$ cat src/rtl/game_pkg.sv
// Shared game constants and the hit-controller state encoding.
package game_pkg;
    localparam logic [3:0] GS_TITLE   = 4'd0;
    localparam logic [3:0] GS_START   = 4'd1;
    localparam logic [3:0] PLAY_STATE = 4'd2;
    localparam logic [3:0] GS_OVER    = 4'd3;

    typedef enum logic [2:0] {
        HS_IDLE,
        HS_ARMED,
        HS_HIT_ACK,
        HS_INVULN,
        HS_DEAD
    } hit_state_t;
endpackage

$ cat src/rtl/player_hit_ctrl_if.sv
// Fireball hit handshake: attacker raises fireball_exist, the player side answers with fireball_hit.
interface player_hit_ctrl_if;
    logic [9:0] fireballX;
    logic [9:0] fireballY;
    logic [9:0] fireballS;
    logic       fireball_exist;
    logic       fireball_hit;

    modport master (output fireballX, fireballY, fireballS, fireball_exist, input fireball_hit);
    modport slave  (input fireballX, fireballY, fireballS, fireball_exist, output fireball_hit);
endinterface

$ cat src/rtl/box_overlap.sv
// Combinational centre/half-size box overlap test; distances taken as |a-b| so nothing underflows.
module box_overlap (
    input  logic [9:0] i_ax,
    input  logic [9:0] i_ay,
    input  logic [9:0] i_as,
    input  logic [9:0] i_bx,
    input  logic [9:0] i_by,
    input  logic [9:0] i_bs,
    output logic       o_overlap
);
    logic [10:0] w_dx, w_dy, w_sum;

    always_comb begin
        w_dx      = (i_ax >= i_bx) ? {1'b0, i_ax - i_bx} : {1'b0, i_bx - i_ax};
        w_dy      = (i_ay >= i_by) ? {1'b0, i_ay - i_by} : {1'b0, i_by - i_ay};
        w_sum     = {1'b0, i_as} + {1'b0, i_bs};
        o_overlap = (w_dx <= w_sum) && (w_dy <= w_sum);
    end
endmodule

$ cat src/rtl/player_hit_ctrl.sv
// Player side of the fireball handshake: life loss, hit acknowledge, invulnerability window and death flag.
module player_hit_ctrl
    import game_pkg::*;
#(
    parameter int MAX_LIFE      = 3,
    parameter int INVULN_FRAMES = 60,
    parameter int ACK_MAX       = 8,
    parameter int BLINK_BIT     = 2
) (
    input  logic                   frame_clk,
    input  logic                   Reset,
    input  logic [3:0]             game_state,
    input  logic [9:0]             BallX,
    input  logic [9:0]             BallY,
    input  logic [9:0]             BallS,
    player_hit_ctrl_if.slave       fb,
    output logic [2:0]             player_life,
    output logic                   player_invuln,
    output logic                   player_blink,
    output logic                   player_dead
);
    localparam logic [2:0] LIFE_INIT = 3'(MAX_LIFE);
    localparam logic [7:0] INV_LOAD  = 8'(INVULN_FRAMES - 1);
    localparam logic [3:0] ACK_LAST  = 4'(ACK_MAX - 1);

    hit_state_t r_state, w_state_nxt;
    logic [2:0] r_life, w_life_nxt;
    logic       r_hit, w_hit_nxt;
    logic [3:0] r_ack_cnt, w_ack_nxt;
    logic [7:0] r_inv_cnt, w_inv_nxt;
    logic       w_overlap, w_hit_det, w_play;

    box_overlap u_overlap (
        .i_ax     (fb.fireballX),
        .i_ay     (fb.fireballY),
        .i_as     (fb.fireballS),
        .i_bx     (BallX),
        .i_by     (BallY),
        .i_bs     (BallS),
        .o_overlap(w_overlap)
    );

    assign w_hit_det = w_overlap & fb.fireball_exist;
    assign w_play    = (game_state == PLAY_STATE);

    always_ff @(posedge frame_clk or negedge Reset) begin
        if (!Reset) begin
            r_state   <= HS_IDLE;
            r_life    <= LIFE_INIT;
            r_hit     <= 1'b0;
            r_ack_cnt <= '0;
            r_inv_cnt <= '0;
        end else begin
            r_state   <= w_state_nxt;
            r_life    <= w_life_nxt;
            r_hit     <= w_hit_nxt;
            r_ack_cnt <= w_ack_nxt;
            r_inv_cnt <= w_inv_nxt;
        end
    end

    always_comb begin
        w_state_nxt = r_state;
        w_life_nxt  = r_life;
        w_hit_nxt   = r_hit;
        w_ack_nxt   = r_ack_cnt;
        w_inv_nxt   = r_inv_cnt;
        // Leaving play wins over everything, including a hit detected this frame.
        if (!w_play) begin
            w_state_nxt = HS_IDLE;
            w_hit_nxt   = 1'b0;
            if (r_state == HS_IDLE) w_life_nxt = LIFE_INIT;
        end else begin
            case (r_state)
                HS_IDLE: begin
                    w_life_nxt  = LIFE_INIT;
                    w_state_nxt = HS_ARMED;
                end
                HS_ARMED: begin
                    if (w_hit_det) begin
                        w_life_nxt  = r_life - 3'd1;
                        w_hit_nxt   = 1'b1;
                        w_ack_nxt   = '0;
                        w_state_nxt = HS_HIT_ACK;
                    end
                end
                HS_HIT_ACK: begin
                    if (!fb.fireball_exist || r_ack_cnt == ACK_LAST) begin
                        w_hit_nxt = 1'b0;
                        if (r_life == 3'd0) begin
                            w_state_nxt = HS_DEAD;
                        end else begin
                            w_inv_nxt   = INV_LOAD;
                            w_state_nxt = HS_INVULN;
                        end
                    end else begin
                        w_ack_nxt = r_ack_cnt + 4'd1;
                    end
                end
                HS_INVULN: begin
                    if (r_inv_cnt == 8'd0) w_state_nxt = HS_ARMED;
                    else                   w_inv_nxt   = r_inv_cnt - 8'd1;
                end
                HS_DEAD: begin
                    w_hit_nxt = 1'b0;
                end
                default: begin
                    w_state_nxt = HS_IDLE;
                    w_hit_nxt   = 1'b0;
                end
            endcase
        end
    end

    assign fb.fireball_hit = r_hit;
    assign player_life     = r_life;
    assign player_invuln   = (r_state == HS_INVULN);
    assign player_blink    = player_invuln & r_inv_cnt[BLINK_BIT];
    assign player_dead     = (r_state == HS_DEAD);
endmodule
$ cat src/flat_wrapper.sv
// flat-port wrapper written by rule: the top's interface ports become plain ports
module player_hit_ctrl_flat import game_pkg::*;
#(
    parameter int MAX_LIFE      = 3,
    parameter int INVULN_FRAMES = 60,
    parameter int ACK_MAX       = 8,
    parameter int BLINK_BIT     = 2
)
  (frame_clk, Reset, game_state, BallX, BallY, BallS, player_life, player_invuln, player_blink, player_dead, fb_fireballX, fb_fireballY, fb_fireballS, fb_fireball_exist, fb_fireball_hit);
  player_hit_ctrl_if fb_i ();
  input  logic frame_clk;
  input  logic Reset;
  input  logic [3:0] game_state;
  input  logic [9:0] BallX;
  input  logic [9:0] BallY;
  input  logic [9:0] BallS;
  output logic [2:0] player_life;
  output logic player_invuln;
  output logic player_blink;
  output logic player_dead;
  input wire logic [$bits(fb_i.fireballX)-1:0] fb_fireballX;
  input wire logic [$bits(fb_i.fireballY)-1:0] fb_fireballY;
  input wire logic [$bits(fb_i.fireballS)-1:0] fb_fireballS;
  input wire logic [$bits(fb_i.fireball_exist)-1:0] fb_fireball_exist;
  output wire logic [$bits(fb_i.fireball_hit)-1:0] fb_fireball_hit;
  assign fb_i.fireballX = fb_fireballX;
  assign fb_i.fireballY = fb_fireballY;
  assign fb_i.fireballS = fb_fireballS;
  assign fb_i.fireball_exist = fb_fireball_exist;
  assign fb_fireball_hit = fb_i.fireball_hit;
  player_hit_ctrl #(.MAX_LIFE(MAX_LIFE), .INVULN_FRAMES(INVULN_FRAMES), .ACK_MAX(ACK_MAX), .BLINK_BIT(BLINK_BIT)) u_core (.frame_clk(frame_clk), .Reset(Reset), .game_state(game_state), .BallX(BallX), .BallY(BallY), .BallS(BallS), .fb(fb_i), .player_life(player_life), .player_invuln(player_invuln), .player_blink(player_blink), .player_dead(player_dead));
endmodule
$ cat config.mk
export PLATFORM = sky130hd
export DESIGN_NAME = player_hit_ctrl_flat
export DESIGN_NICKNAME = d
export VERILOG_FILES = /design/src/rtl/game_pkg.sv /design/src/rtl/player_hit_ctrl_if.sv /design/src/rtl/box_overlap.sv /design/src/rtl/player_hit_ctrl.sv /design/src/flat_wrapper.sv
export SDC_FILE = /design/constraint.sdc
export NUM_CORES = 1
export LEC_CHECK = 0
export CAP_MARGIN = 20
export CORE_MARGIN = 3
export CORE_UTILIZATION = 55
export CTS_CLUSTER_SIZE = 16
export DETAILED_ROUTE_END_ITERATION = 7
export GPL_TIMING_DRIVEN = 0
export PLACE_DENSITY = 0.85
export SYNTH_ARGS = -nofsm -noshare
export SYNTH_HDL_FRONTEND = slang
export SYNTH_SLANG_ARGS = --single-unit
$ cat constraint.sdc
create_clock -name frame_clk -period 5.89 [get_ports frame_clk]
set_input_delay 0.589 -clock frame_clk [delete_from_list [all_inputs] [get_ports frame_clk]]
set_output_delay 0.589 -clock frame_clk [all_outputs]
set_load 0.05 [all_outputs]
Word level (Yosys, flattened, before mapping)
Cells that the tools add are included.

Bits in registers: 19. Bits of input ports: 67. Output and inout port bits: 7.

$lt $le $gt $ge: 4. Equality and inequality tests: 16. Reductions and logical operators: 16. Add/subtract/negate cells: 8. Bitwise gates (word level): 2. Muxes and demuxes: 23.

Operator list (count): $sub A10 B10 Y10 (4); $mux W3 (8); $mux W8 (3); $le A10 B11 Y1 (2); $ge A10 B10 Y1 (2); $mux W10 (2); $pmux W8 S2 (1); $pmux W3 S5 (1); $add A10 B10 Y11 (1); $ne A2 B2 Y1 const B (5); $logic_not A8 Y1 (1); $mux W4 (2); $pmux W4 S2 (1); $reduce_and A4 Y1 (2); $reduce_bool A2 Y1 (4); $sub A8 B1 Y8 const B (1); $eq A3 B2 Y1 const B (2); $logic_not A3 Y1 (2); $ne A3 B3 Y1 const B (2); $pmux W3 S2 (1); $reduce_and A3 Y1 (2); $reduce_and A5 Y1 (1); $add A4 B1 Y4 const B (1); $eq A4 B2 Y1 const B (1); 13 further kinds (17).

Longest topological paths before layout
Gate-level depths: netlist of the first run.

Word-level depth: 8. Gate-level depth with buffers: 23. Mapped depth without buffers: 21.

Hierarchy
From an unflattened synthesis of the first run, not the netlist that was laid out.

Cell total of the unflattened synthesis: 480. Area total of the unflattened synthesis: 3915.0 sq um.

By module, submodules not included: box_overlap (cells an instance 343, seq. area each 0.0 sq um, area each 2650.0 sq um, times used 1); player_hit_ctrl (cells an instance 137, seq. area each 478.0 sq um, area each 1265.0 sq um, times used 1).

Worst setup path after synthesis of the first run
No wires, ideal clock.

Kind: input -> register. Start: input fb_fireballX[0]. End: register u_core.r_ack_cnt[3]. Setup slack: 1.343 ns. Stages: 22. Data arrival time: 4.423 ns. Library setup time: 0.124 ns. Required time: 5.766 ns. Path through: inv_1 -> ha_1 -> inv_1 -> fa_1 -> a21oi_1 -> o21bai_2 -> o21ai_2 -> a21oi_4 -> mux2_4 -> a221o_1 -> a311o_1 -> mux2i_1 -> ha_1 -> a211oi_1 -> nand2_1 -> nor3_1 -> o221ai_1 -> nand3_1 -> and2_1 -> buf_2 -> nor2_1 -> a211o_1.

Word-level cells in the longest chain between the ends: 7. Elaborated cells between the ends (all ways): 9. Classes of those cells: 2 x add/sub; 2 x order compare; 1 x eq/ne; 1 x mux; 1 x bitwise; 2 x reduce/logical.

Ends and longest elaborated chain: from (decl) (line flat_wrapper.sv:21) `input wire logic [$bits(fb_i.fireballX)-1:0] fb_fireballX;`; $sub A10 B10 Y10 or $ge A10 B10 Y1 (tied branches) (line box_overlap.sv:14) `w_dx = (i_ax >= i_bx) ? {1'b0, i_ax - i_bx} : {1'b0, i_bx - i_ax};`; $mux W10 (*) (line box_overlap.sv:14); $le A10 B11 Y1 (*) (line box_overlap.sv:17) `o_overlap = (w_dx <= w_sum) && (w_dy <= w_sum);`; $logic_and A1 B1 Y1 (*) (line box_overlap.sv:17); $and A1 B1 Y1 (*) (line player_hit_ctrl.sv:43) `assign w_hit_det = w_overlap & fb.fireball_exist;`; $ne A2 B1 Y1 (no source line) (*); $reduce_and A4 Y1 (no source line) (*); to (signal assigned) (line player_hit_ctrl.sv:57) `r_ack_cnt <= w_ack_nxt;`; to (decl) (line player_hit_ctrl.sv:29) `logic [3:0] r_ack_cnt, w_ack_nxt;`.

Mark *: on every way between the ends. The rest lies on a longest branch, timed or not. A chain may end at the register's enable or synchronous reset.

Final worst setup path of the first run
Same ends and word-level chain as after synthesis.

==> impl_metrics.ini, run 1 <==
[clock_tree]
cts_tree = built
ctsHtreeMaxLevel = 1
post_cts_resize_count = 0
max-clock-path-buffers = 2
cts_setup_buffers = 0
cts.sinks = 19
ctsRootBufferMaster = sky130_fd_sc_hd__clkbuf_8
hold_buffers = 0
worst_setup_hold_path_clk_slew_ps = 70
tritoncts.num_buffers = 3
insertion_delay_ps = 260

[sta]
report.final.slew_viol_count = 0
min_period_ps = 5390
post_route_hold_slack_ps = 485
maxSlewHeadroom = 0.446
unrepaired_setup_endpoints_after_global_routing = no
setup_viol = 0
finalHoldViolations = 0
worstMarginPinSlew_ps = 828
maximum_achievable_frequency_mhz = 185
fin_worst_skew_ps = 1.45
fin_setup_tns_ps = 0
min_period_over_period = 0.916

[die]
floorplan.die.width_um = 87.2
die-area_sq_um = 7600
initial_core_util = 0.588
pin_count = 74
die_y_um = 87.2
floorplan_core_area_sq_um = 6170
placement_rows = 28

[power_and_ir_drop]
power.sequential.fraction = 0.202
power_switching_w = 0.000274
p_int_w = 0.000390
fin_total_pwr_w = 0.000664
comb_power_share = 0.662
power_per_cell_area_nw_per_um2 = 148
switching_share = 0.413
power.clock.fraction = 0.136
peak_supply_drop_mv = 0.163
power.leakage_nw = 2.25

[grt]
grt_start_max_net_pins = 20
global_route_wire_length_before_repair_um = 14700
grt.overflow.total = 0
number_of_antenna_violations_at_the_first_check_in_global_routing = 0
groute.usage.overall = 0.231
first_global_vias = 3553

[synthesis]
synth_top_cell_area_share = 0.252
synth-async-reset-ratio = 1.00
netlist-cell-type-count = 64
yosysSeqAreaShare = 0.132
post-synth-top-area-cell = sky130_fd_sc_hd__ha_1
synth_top_flop_cell = sky130_fd_sc_hd__dfrtp_1
synth.yosys.warnings = 0
synth-edff-count = 0
synthesis.area_sq_um = 3620
ys_top_cells_by_area = sky130_fd_sc_hd__ha_1 (25%), sky130_fd_sc_hd__dfrtp_1 (12%), sky130_fd_sc_hd__inv_1 (5.8%), sky130_fd_sc_hd__a21oi_1 (4.7%), sky130_fd_sc_hd__mux2i_1 (3.9%)
ys_seq_elements = 19
postSynthAreaPerCell_sq_um = 8.09
syn_inst_count = 448
synthesis.nets = 593

[critical_path]
critical_path_required_ps = 6030
cp-start-kind = primary input
crit_path_end_kind = flip-flop
timing_worst_setup_path_type = primary input to flip-flop
timing.critical_path.arrival_ps = 5540
worstPathMaxFanout = 9

[run]
max_cap_viol = 0

[run_status]
outcome = finished, final reports clean

[layout]
flow.area_growth_from_synthesis_pct = 24.0
diodes = 0
design_area_sq_um = 4500
layout.cells.non_filler = 600
nets = 671
final_layout_size_suffix_gt1_frac = 0.0419

[place]
globalplace.congestion = 0.882
placed_cells_incl_taps = 596
count_of_port_buffers_added_during_placement = 73
post-dp-hpwl_um = 7050
placement.cell_area_sq_um = 4450

[routing]
detailedRoute.firstIterationViolations = 212
drt_drc_violations_left = 0
route.antenna.remaining_nets = 0
routed_wirelength_um = 8450
vias = 3504
drt-vias-per-instance = 5.84
wire_per_inst_um = 14.1
drt_pre_antenna_iters = 5

[min_path]
worst_hold_path_type = flip-flop to flip-flop
-- sequential cells by signal, indices dropped and copies added, names as in the netlist --
| name | count |
|---|---|
| u_core.fb.fireball_hit | 1 |
| u_core.player_life | 3 |
| u_core.r_ack_cnt | 4 |
| u_core.r_inv_cnt | 8 |
| u_core.r_state | 3 |
-- layer usage --
layer  vias to the layer above  track usage  wire, um
met3                        15       0.0208       467
li1                       1777            -         -
met4                         0       0.0586       158
met5                         -            0         0
met2                       118        0.429      4080
met1                      1594        0.286      3740
-- Yosys cell counts (5+ instances only) --
cell and n:
sky130_fd_sc_hd__nor3_1 12, sky130_fd_sc_hd__nor2_1 21, sky130_fd_sc_hd__a31oi_1 10, sky130_fd_sc_hd__o21bai_1 8, sky130_fd_sc_hd__nand2_1 26, sky130_fd_sc_hd__dfrtp_1 17, sky130_fd_sc_hd__nand3_1 7, sky130_fd_sc_hd__nand4_1 6
sky130_fd_sc_hd__buf_2 5, sky130_fd_sc_hd__a21oi_1 34, sky130_fd_sc_hd__inv_1 56, sky130_fd_sc_hd__o21ai_0 12, sky130_fd_sc_hd__xor2_1 10, sky130_fd_sc_hd__a211o_1 5, sky130_fd_sc_hd__mux2i_1 14, sky130_fd_sc_hd__xnor2_1 12
sky130_fd_sc_hd__fa_1 5, sky130_fd_sc_hd__and2_1 6, sky130_fd_sc_hd__ha_1 73, sky130_fd_sc_hd__clkbuf_1 7, sky130_fd_sc_hd__o21ai_1 9, sky130_fd_sc_hd__a21o_1 14
-- final timing paths --
path                            cells after the start           startpoint  slack [ps]                   to
worst max-delay path                               23      fb_fireballX[0]         500  u_core.r_ack_cnt[3]
worst min-delay path                                2  u_core.r_inv_cnt[6]         480  u_core.r_inv_cnt[6]
worst max register to register                      8  u_core.r_inv_cnt[3]        3500  u_core.r_inv_cnt[7]
worst min register to register                      2  u_core.r_inv_cnt[6]         480  u_core.r_inv_cnt[6]
max in group asynchronous                           1                Reset        4570  u_core.r_inv_cnt[6]
min in group asynchronous                           1                Reset         810  u_core.r_inv_cnt[0]
-- cell type report --
| type | count | area, sq um |
|---|---|---|
| buffer | 13 | 62.6 |
| clock buffer | 3 | 41.3 |
| clock inverter | 1 | 5.00 |
| fill | 492 | 1670 |
| inverter | 59 | 221 |
| multi-input combinational | 357 | 2860 |
| sequential | 19 | 478 |
| tap | 75 | 93.8 |
| timing repair buffer | 73 | 731 |
-- per-stage QoR --
stage | setup WS (ps) | util
after floorplan | 1340 | -
after global routing | 243 | 0.729
after detailed placement | 291 | 0.722
after global placement | 440 | 0.722
final | 497 | 0.729
after CTS | 529 | 0.729
-- cell usage in the layout (no fill, tap or decap), types with 3 or more instances in the layout --
cell type,netlist,layout
sky130_fd_sc_hd__ha_1,73,73
sky130_fd_sc_hd__clkdlybuf4s50_1,0,73
sky130_fd_sc_hd__inv_1,56,56
sky130_fd_sc_hd__a21oi_1,34,34
sky130_fd_sc_hd__nand2_1,26,26
sky130_fd_sc_hd__nor2_1,21,21
sky130_fd_sc_hd__dfrtp_1,17,17
sky130_fd_sc_hd__a21o_1,14,14
sky130_fd_sc_hd__mux2i_1,14,14
sky130_fd_sc_hd__o21ai_0,12,12
sky130_fd_sc_hd__nor3_1,12,12
sky130_fd_sc_hd__xnor2_1,12,12
sky130_fd_sc_hd__a31oi_1,10,10
sky130_fd_sc_hd__xor2_1,10,10
sky130_fd_sc_hd__o21ai_1,9,9
sky130_fd_sc_hd__o21bai_1,8,8
sky130_fd_sc_hd__clkbuf_1,7,7
sky130_fd_sc_hd__nand3_1,7,7
sky130_fd_sc_hd__and2_1,6,6
sky130_fd_sc_hd__nand4_1,6,6
sky130_fd_sc_hd__a211o_1,5,5
sky130_fd_sc_hd__buf_2,5,5
sky130_fd_sc_hd__fa_1,5,5
sky130_fd_sc_hd__nand2b_1,4,4
sky130_fd_sc_hd__o211ai_1,4,4
sky130_fd_sc_hd__nor2b_1,4,4
sky130_fd_sc_hd__o31ai_1,3,3
sky130_fd_sc_hd__o41ai_1,3,3
sky130_fd_sc_hd__nand3b_1,3,3
sky130_fd_sc_hd__inv_2,3,3
sky130_fd_sc_hd__or3_1,3,3
sky130_fd_sc_hd__mux2_1,3,3
sky130_fd_sc_hd__a211oi_1,3,3
sky130_fd_sc_hd__nor3b_1,3,3
sky130_fd_sc_hd__nor4_1,3,3
sky130_fd_sc_hd__clkbuf_8,0,3
-- cell families after synthesis --
kind of cell	synth area share
AO/OA/AOI/OAI	0.249
AND/OR/NAND/NOR	0.149
adder cells (fa/ha/maj)	0.280
buffers and inverters	0.0784
XOR/XNOR	0.0532
multiplexers	0.0583
flip-flops	0.132
-- critical path, stage by stage --
cell and delay, ps:
sky130_fd_sc_hd__clkdlybuf4s50_1 490, sky130_fd_sc_hd__inv_1 60, sky130_fd_sc_hd__ha_1 190, sky130_fd_sc_hd__inv_1 80, sky130_fd_sc_hd__fa_1 190, sky130_fd_sc_hd__a21oi_1 80
sky130_fd_sc_hd__o21bai_2 240, sky130_fd_sc_hd__o21ai_2 120, sky130_fd_sc_hd__a21oi_4 340, sky130_fd_sc_hd__mux2_1 380, sky130_fd_sc_hd__a221o_1 350, sky130_fd_sc_hd__a311o_1 360
sky130_fd_sc_hd__mux2i_1 220, sky130_fd_sc_hd__ha_1 310, sky130_fd_sc_hd__a211oi_1 210, sky130_fd_sc_hd__nand2_1 80, sky130_fd_sc_hd__nor3_1 220, sky130_fd_sc_hd__o221ai_1 140
sky130_fd_sc_hd__nand3_1 170, sky130_fd_sc_hd__and2_1 150, sky130_fd_sc_hd__buf_2 170, sky130_fd_sc_hd__nor2_1 100, sky130_fd_sc_hd__a211o_1 300
-- power by group through the flow --
stage	clock [W]	sequential, W	combinational, W
finish	0.0000905	0.000134	0.000439
floorplan	0	0.000137	0.000307
CTS	0.0000952	0.000134	0.000436
global placement	0	0.000136	0.000414
detailed placement	0	0.000136	0.000433
global route	0.0000999	0.000134	0.000494
(Power assumes the default switching activity.)
==> run 2: changes to the inputs <==
- CORE_UTILIZATION: 55 -> 40
- PLACE_DENSITY: 0.85 -> not set
==> run 2 against run 1 <==
Sequential share of layout area fell by 0.094 points. Setup slack better by 29 ps. Die area rose by 35%. Flip-flop and latch count did not move.
==> impl_metrics.ini, run 2 (synthesized netlist as in run 1, its figures left out) <==
[die]
floorplan.die.width_um = 101
pin_count = 74
die-area_sq_um = 10200
floorplan_core_area_sq_um = 8760
initial_core_util = 0.414
placement_rows = 34
die_y_um = 101

[grt]
grt_start_max_net_pins = 20
number_of_antenna_violations_at_the_first_check_in_global_routing = 0
first_global_vias = 3285
global_route_wire_length_before_repair_um = 14400
grt.overflow.total = 0
groute.usage.overall = 0.164

[layout]
biggestRegsByFlops = u_core.r_inv_cnt x8, u_core.r_ack_cnt x4
diodes = 0
nets = 671
commonest_cells_after_routing_fill_and_taps_aside = sky130_fd_sc_hd__ha_1 (73), sky130_fd_sc_hd__clkdlybuf4s50_1 (73), sky130_fd_sc_hd__inv_1 (56)
design_area_sq_um = 4540
largest_register_ffs = 8
flow.area_growth_from_synthesis_pct = 25.1
layout.cells.non_filler = 633
final_layout_size_suffix_gt1_frac = 0.0400
top_register = u_core.r_inv_cnt

[sta]
finalHoldViolations = 0
fin_worst_skew_ps = 1.41
report.final.slew_viol_count = 0
setup_viol = 0
fin_setup_tns_ps = 0
maxSlewHeadroom = 0.415
maximum_achievable_frequency_mhz = 186
min_period_over_period = 0.911
unrepaired_setup_endpoints_after_global_routing = no
min_period_ps = 5360
worstMarginPinSlew_ps = 875

[place]
post-dp-hpwl_um = 7350
globalplace.congestion = 0.838
count_of_port_buffers_added_during_placement = 73
placed_cells_incl_taps = 629
placement.cell_area_sq_um = 4490

[min_path]
holdPathStages = 2
timing.hold.worst_endpoint = u_core.r_inv_cnt[6]
worst_hold_path_type = flip-flop to flip-flop
worst_hold_startpoint = u_core.r_inv_cnt[6]

[power_and_ir_drop]
power.leakage_nw = 2.25
power_per_cell_area_nw_per_um2 = 146
peak_supply_drop_mv = 0.133

[critical_path]
ff2ff_setup_slack_ps = 3530
r2r_worst_path_depth = 7
timing.critical_path.arrival_ps = 5510
worst_reg2reg_startpoint = u_core.r_inv_cnt[3]
timing_worst_setup_path_type = primary input to flip-flop
critical_path_required_ps = 6030
cp-start-kind = primary input
worst_r2r_endpoint = u_core.r_inv_cnt[5]
crit_path_end_kind = flip-flop
worstPathMaxFanout = 10

[routing]
route.antenna.remaining_nets = 0
drt_drc_violations_left = 0
drt-vias-per-instance = 5.45
detailedRoute.firstIterationViolations = 122
routed_wirelength_um = 8630
drt_pre_antenna_iters = 7
vias = 3447
wire_per_inst_um = 13.6

[clock_tree]
worst_setup_hold_path_clk_slew_ps = 70
ctsRootBufferMaster = sky130_fd_sc_hd__clkbuf_8
hold_buffers = 0
ctsHtreeMaxLevel = 1
cts_tree = built
insertion_delay_ps = 250
post_cts_resize_count = 0
cts.sinks = 19
cts_setup_buffers = 0
tritoncts.num_buffers = 3
max-clock-path-buffers = 2

[run_status]
outcome = finished, final reports clean

[run]
max_cap_viol = 0
[run 2: worst max-delay path: stages]
cell and delay (ps):
sky130_fd_sc_hd__clkdlybuf4s50_1 430, sky130_fd_sc_hd__inv_1 70, sky130_fd_sc_hd__ha_1 130, sky130_fd_sc_hd__inv_1 50, sky130_fd_sc_hd__fa_1 380, sky130_fd_sc_hd__a21o_1 180
sky130_fd_sc_hd__a2111oi_0 760, sky130_fd_sc_hd__o31ai_1 180, sky130_fd_sc_hd__nand2_1 130, sky130_fd_sc_hd__buf_2 270, sky130_fd_sc_hd__nor3_1 80, sky130_fd_sc_hd__a31oi_1 190
sky130_fd_sc_hd__xor2_1 100, sky130_fd_sc_hd__ha_1 290, sky130_fd_sc_hd__nand4_1 140, sky130_fd_sc_hd__or3_1 400, sky130_fd_sc_hd__o21ai_0 100, sky130_fd_sc_hd__o221ai_1 160
sky130_fd_sc_hd__nand3_1 160, sky130_fd_sc_hd__and2_1 140, sky130_fd_sc_hd__buf_2 160, sky130_fd_sc_hd__nor2_1 110, sky130_fd_sc_hd__a211o_1 300
[run 2: routing by layer]
| layer | part of all wire | up-vias | GRT usage |
|---|---|---|---|
| li1 | - | 1768 | - |
| met1 | 0.48 | 1594 | 0.224 |
| met2 | 0.48 | 80 | 0.291 |
| met3 | 0.042 | 5 | 0.0103 |
| met4 | 0.0038 | 0 | 0.0184 |
| met5 | 0 | - | 0 |
[run 2: cell type report]
type	instances	area, sq um
Buffer	13	62.6
Clock buffer	4	45.0
Fill cell	829	4230
Inverter	59	221
Multi-Input combinational cell	357	2860
Sequential cell	19	478
Tap cell	108	135
Timing Repair Buffer	73	731
[run 2: worst max path at each step]
stage                     depth (start not counted)  slack (ps)             from             endpoint
after floorplan                                  22        1340  fb_fireballX[0]  u_core.r_ack_cnt[3]
after global placement                           23         410  fb_fireballX[0]  u_core.r_ack_cnt[2]
after detailed placement                         22         380         BallY[0]  u_core.r_ack_cnt[2]
after CTS                                        23         620  fb_fireballY[0]  u_core.r_ack_cnt[2]
after global routing                             22         250         BallY[0]  u_core.r_ack_cnt[3]
final                                            23         530  fb_fireballY[0]  u_core.r_ack_cnt[3]
[run 2: report_power, final]
part	switching [W]	total, W	internal [W]
clock	0.0000421	0.0000902	0.0000481
sequential	0.00000156	0.000134	0.000132
combinational	0.000226	0.000436	0.000210
total	0.000270	0.000660	0.000391
[run 2: through the flow]
step                hold slack (ps)  setup WS (ps)  total power (W)  utilization
finish                          490            526         0.000660        0.518
CTS                             493            619         0.000665        0.518
floorplan                       293           1340         0.000444            -
global route                    521            248         0.000725        0.518
detailed placement              473            377         0.000571        0.512
global placement                468            409         0.000561        0.512
==> run 3: changes to the inputs <==
- CORE_UTILIZATION: 40 -> 58
- PLACE_DENSITY: not set -> 0.89
==> run 3 against run 2 <==
Sequential power about the same. Global-route usage rose by 6.8 points. Via count grew 4.2%. First-iteration DRC count rose by 32%. Core utilization rose by 23 points. Non-clock buffer count stayed put. Flip-flop and latch count unchanged. Combinational power increased by 2%.
==> impl_metrics.ini, run 3 (synthesized netlist as in run 1, its figures left out) <==
[run_status]
outcome = finished, final reports clean

[sta]
maximum_achievable_frequency_mhz = 183
finalHoldViolations = 0
fin_worst_skew_ps = 3.15
worstMarginPinSlew_ps = 861
fin_setup_tns_ps = 0
unrepaired_setup_endpoints_after_global_routing = no
report.final.slew_viol_count = 0
setup_viol = 0
min_period_ps = 5450
min_period_over_period = 0.925
maxSlewHeadroom = 0.424
post_route_hold_slack_ps = 484

[critical_path]
worst_reg2reg_startpoint = u_core.r_inv_cnt[3]
crit_path_end_kind = flip-flop
r2r_worst_path_depth = 7
timing_worst_setup_path_type = primary input to flip-flop
worst_r2r_endpoint = u_core.r_inv_cnt[5]
worstPathMaxFanout = 9
critical_path_required_ps = 6040
timing.critical_path.arrival_ps = 5600
cp-start-kind = primary input
ff2ff_setup_slack_ps = 3480

[min_path]
holdPathStages = 2
worst_hold_path_type = flip-flop to flip-flop
worst_hold_startpoint = u_core.r_inv_cnt[6]
timing.hold.worst_endpoint = u_core.r_inv_cnt[6]

[die]
die_y_um = 85.1
placement_rows = 28
pin_count = 74
floorplan_core_area_sq_um = 5990
floorplan.die.width_um = 85.1
die-area_sq_um = 7230
initial_core_util = 0.605

[layout]
largest_register_ffs = 8
commonest_cells_after_routing_fill_and_taps_aside = sky130_fd_sc_hd__ha_1 (73), sky130_fd_sc_hd__clkdlybuf4s50_1 (73), sky130_fd_sc_hd__inv_1 (56)
biggestRegsByFlops = u_core.r_inv_cnt x8, u_core.r_ack_cnt x4
nFillCells = 449
register_area_sq_um = 478
final_layout_size_suffix_gt1_frac = 0.0419
nets = 671
diodes = 0
flow.area_growth_from_synthesis_pct = 24.0
top_register = u_core.r_inv_cnt
multi_input_comb_area_sq_um = 2860
design_area_sq_um = 4500
layout.cells.non_filler = 600

[grt]
first_global_vias = 3449
number_of_antenna_violations_at_the_first_check_in_global_routing = 0
groute.usage.overall = 0.231
global_route_wire_length_before_repair_um = 14500
grt.overflow.total = 0
grt_start_max_net_pins = 20

[routing]
vias = 3592
drt_pre_antenna_iters = 5
drt_drc_violations_left = 0
drt-vias-per-instance = 5.99
detailedRoute.firstIterationViolations = 161
route.antenna.remaining_nets = 0
wire_per_inst_um = 14.2
routed_wirelength_um = 8540

[place]
placed_cells_incl_taps = 596
globalplace.congestion = 0.881
placement.cell_area_sq_um = 4450
count_of_port_buffers_added_during_placement = 73
post-dp-hpwl_um = 7100

[clock_tree]
worst_setup_hold_path_clk_slew_ps = 70
max-clock-path-buffers = 2
hold_buffers = 0
ctsRootBufferMaster = sky130_fd_sc_hd__clkbuf_8
cts.sinks = 19
cts_tree = built
cts_setup_buffers = 0
post_cts_resize_count = 0
ctsHtreeMaxLevel = 1
insertion_delay_ps = 260
tritoncts.num_buffers = 3

[power_and_ir_drop]
peak_supply_drop_mv = 0.181
power_per_cell_area_nw_per_um2 = 149
power.leakage_nw = 2.25

[run]
max_cap_viol = 0
run 3: cell count changes in the layout (fill, tap and decap cells not counted), sizes merged:
cell / before / now
clkbuf: 11 / 10
clkinv: 0 / 1
run 3: worst max-delay path by stage:
stage / from / end / cells past startpoint
after global placement: fb_fireballX[0] / u_core.r_ack_cnt[2] / 23
after detailed placement: fb_fireballX[0] / u_core.r_ack_cnt[3] / 23
after CTS: fb_fireballX[0] / u_core.r_ack_cnt[3] / 23
final: fb_fireballX[0] / u_core.r_ack_cnt[3] / 23
after global routing: fb_fireballX[0] / u_core.r_ack_cnt[2] / 23
after floorplan: fb_fireballX[0] / u_core.r_ack_cnt[3] / 22
run 3: area by class of cell:
class                           count  area share
Timing Repair Buffer               73       0.163
Sequential cell                    19       0.106
Inverter                           59      0.0493
Clock buffer                        3     0.00918
Multi-Input combinational cell    357       0.637
Tap cell                           75      0.0209
Buffer                             13      0.0139
Clock inverter                      1     0.00111
run 3: power by group:
group / switching (W) / internal, W / total (W)
clock: 0.0000454 / 0.0000470 / 0.0000925
combinational: 0.000233 / 0.000211 / 0.000444
sequential: 0.00000162 / 0.000132 / 0.000134
total: 0.000280 / 0.000390 / 0.000670
run 3: critical path, cell delays in order:
cell	delay, ps
sky130_fd_sc_hd__clkdlybuf4s50_1	490
sky130_fd_sc_hd__inv_1	50
sky130_fd_sc_hd__ha_1	180
sky130_fd_sc_hd__inv_1	80
sky130_fd_sc_hd__fa_1	190
sky130_fd_sc_hd__a21oi_1	90
sky130_fd_sc_hd__o21bai_2	240
sky130_fd_sc_hd__o21ai_2	120
sky130_fd_sc_hd__a21oi_4	350
sky130_fd_sc_hd__mux2_1	390
sky130_fd_sc_hd__a221o_1	350
sky130_fd_sc_hd__a311o_1	360
sky130_fd_sc_hd__mux2i_1	210
sky130_fd_sc_hd__ha_1	310
sky130_fd_sc_hd__a211oi_1	210
sky130_fd_sc_hd__nand2_1	80
sky130_fd_sc_hd__nor3_1	220
sky130_fd_sc_hd__o221ai_1	150
sky130_fd_sc_hd__nand3_1	190
sky130_fd_sc_hd__and2_1	160
sky130_fd_sc_hd__buf_2	180
sky130_fd_sc_hd__nor2_1	100
sky130_fd_sc_hd__a211o_1	300
run 3: metal layers:
layer,share of wire,wire [um],track usage,vias up
met5,0,0,0,-
met4,0.0070,60,0.0388,0
met3,0.056,479,0.0165,12
met2,0.49,4200,0.429,122
met1,0.45,3800,0.296,1686
li1,-,-,-,1772
run 3: stage by stage:
stage               power (W)  worst slack [ps]   util
floorplan            0.000444              1340      -
global placement     0.000550               425  0.743
detailed placement   0.000569               302  0.743
CTS                  0.000665               519  0.750
global route         0.000726               122  0.750
finish               0.000670               440  0.750
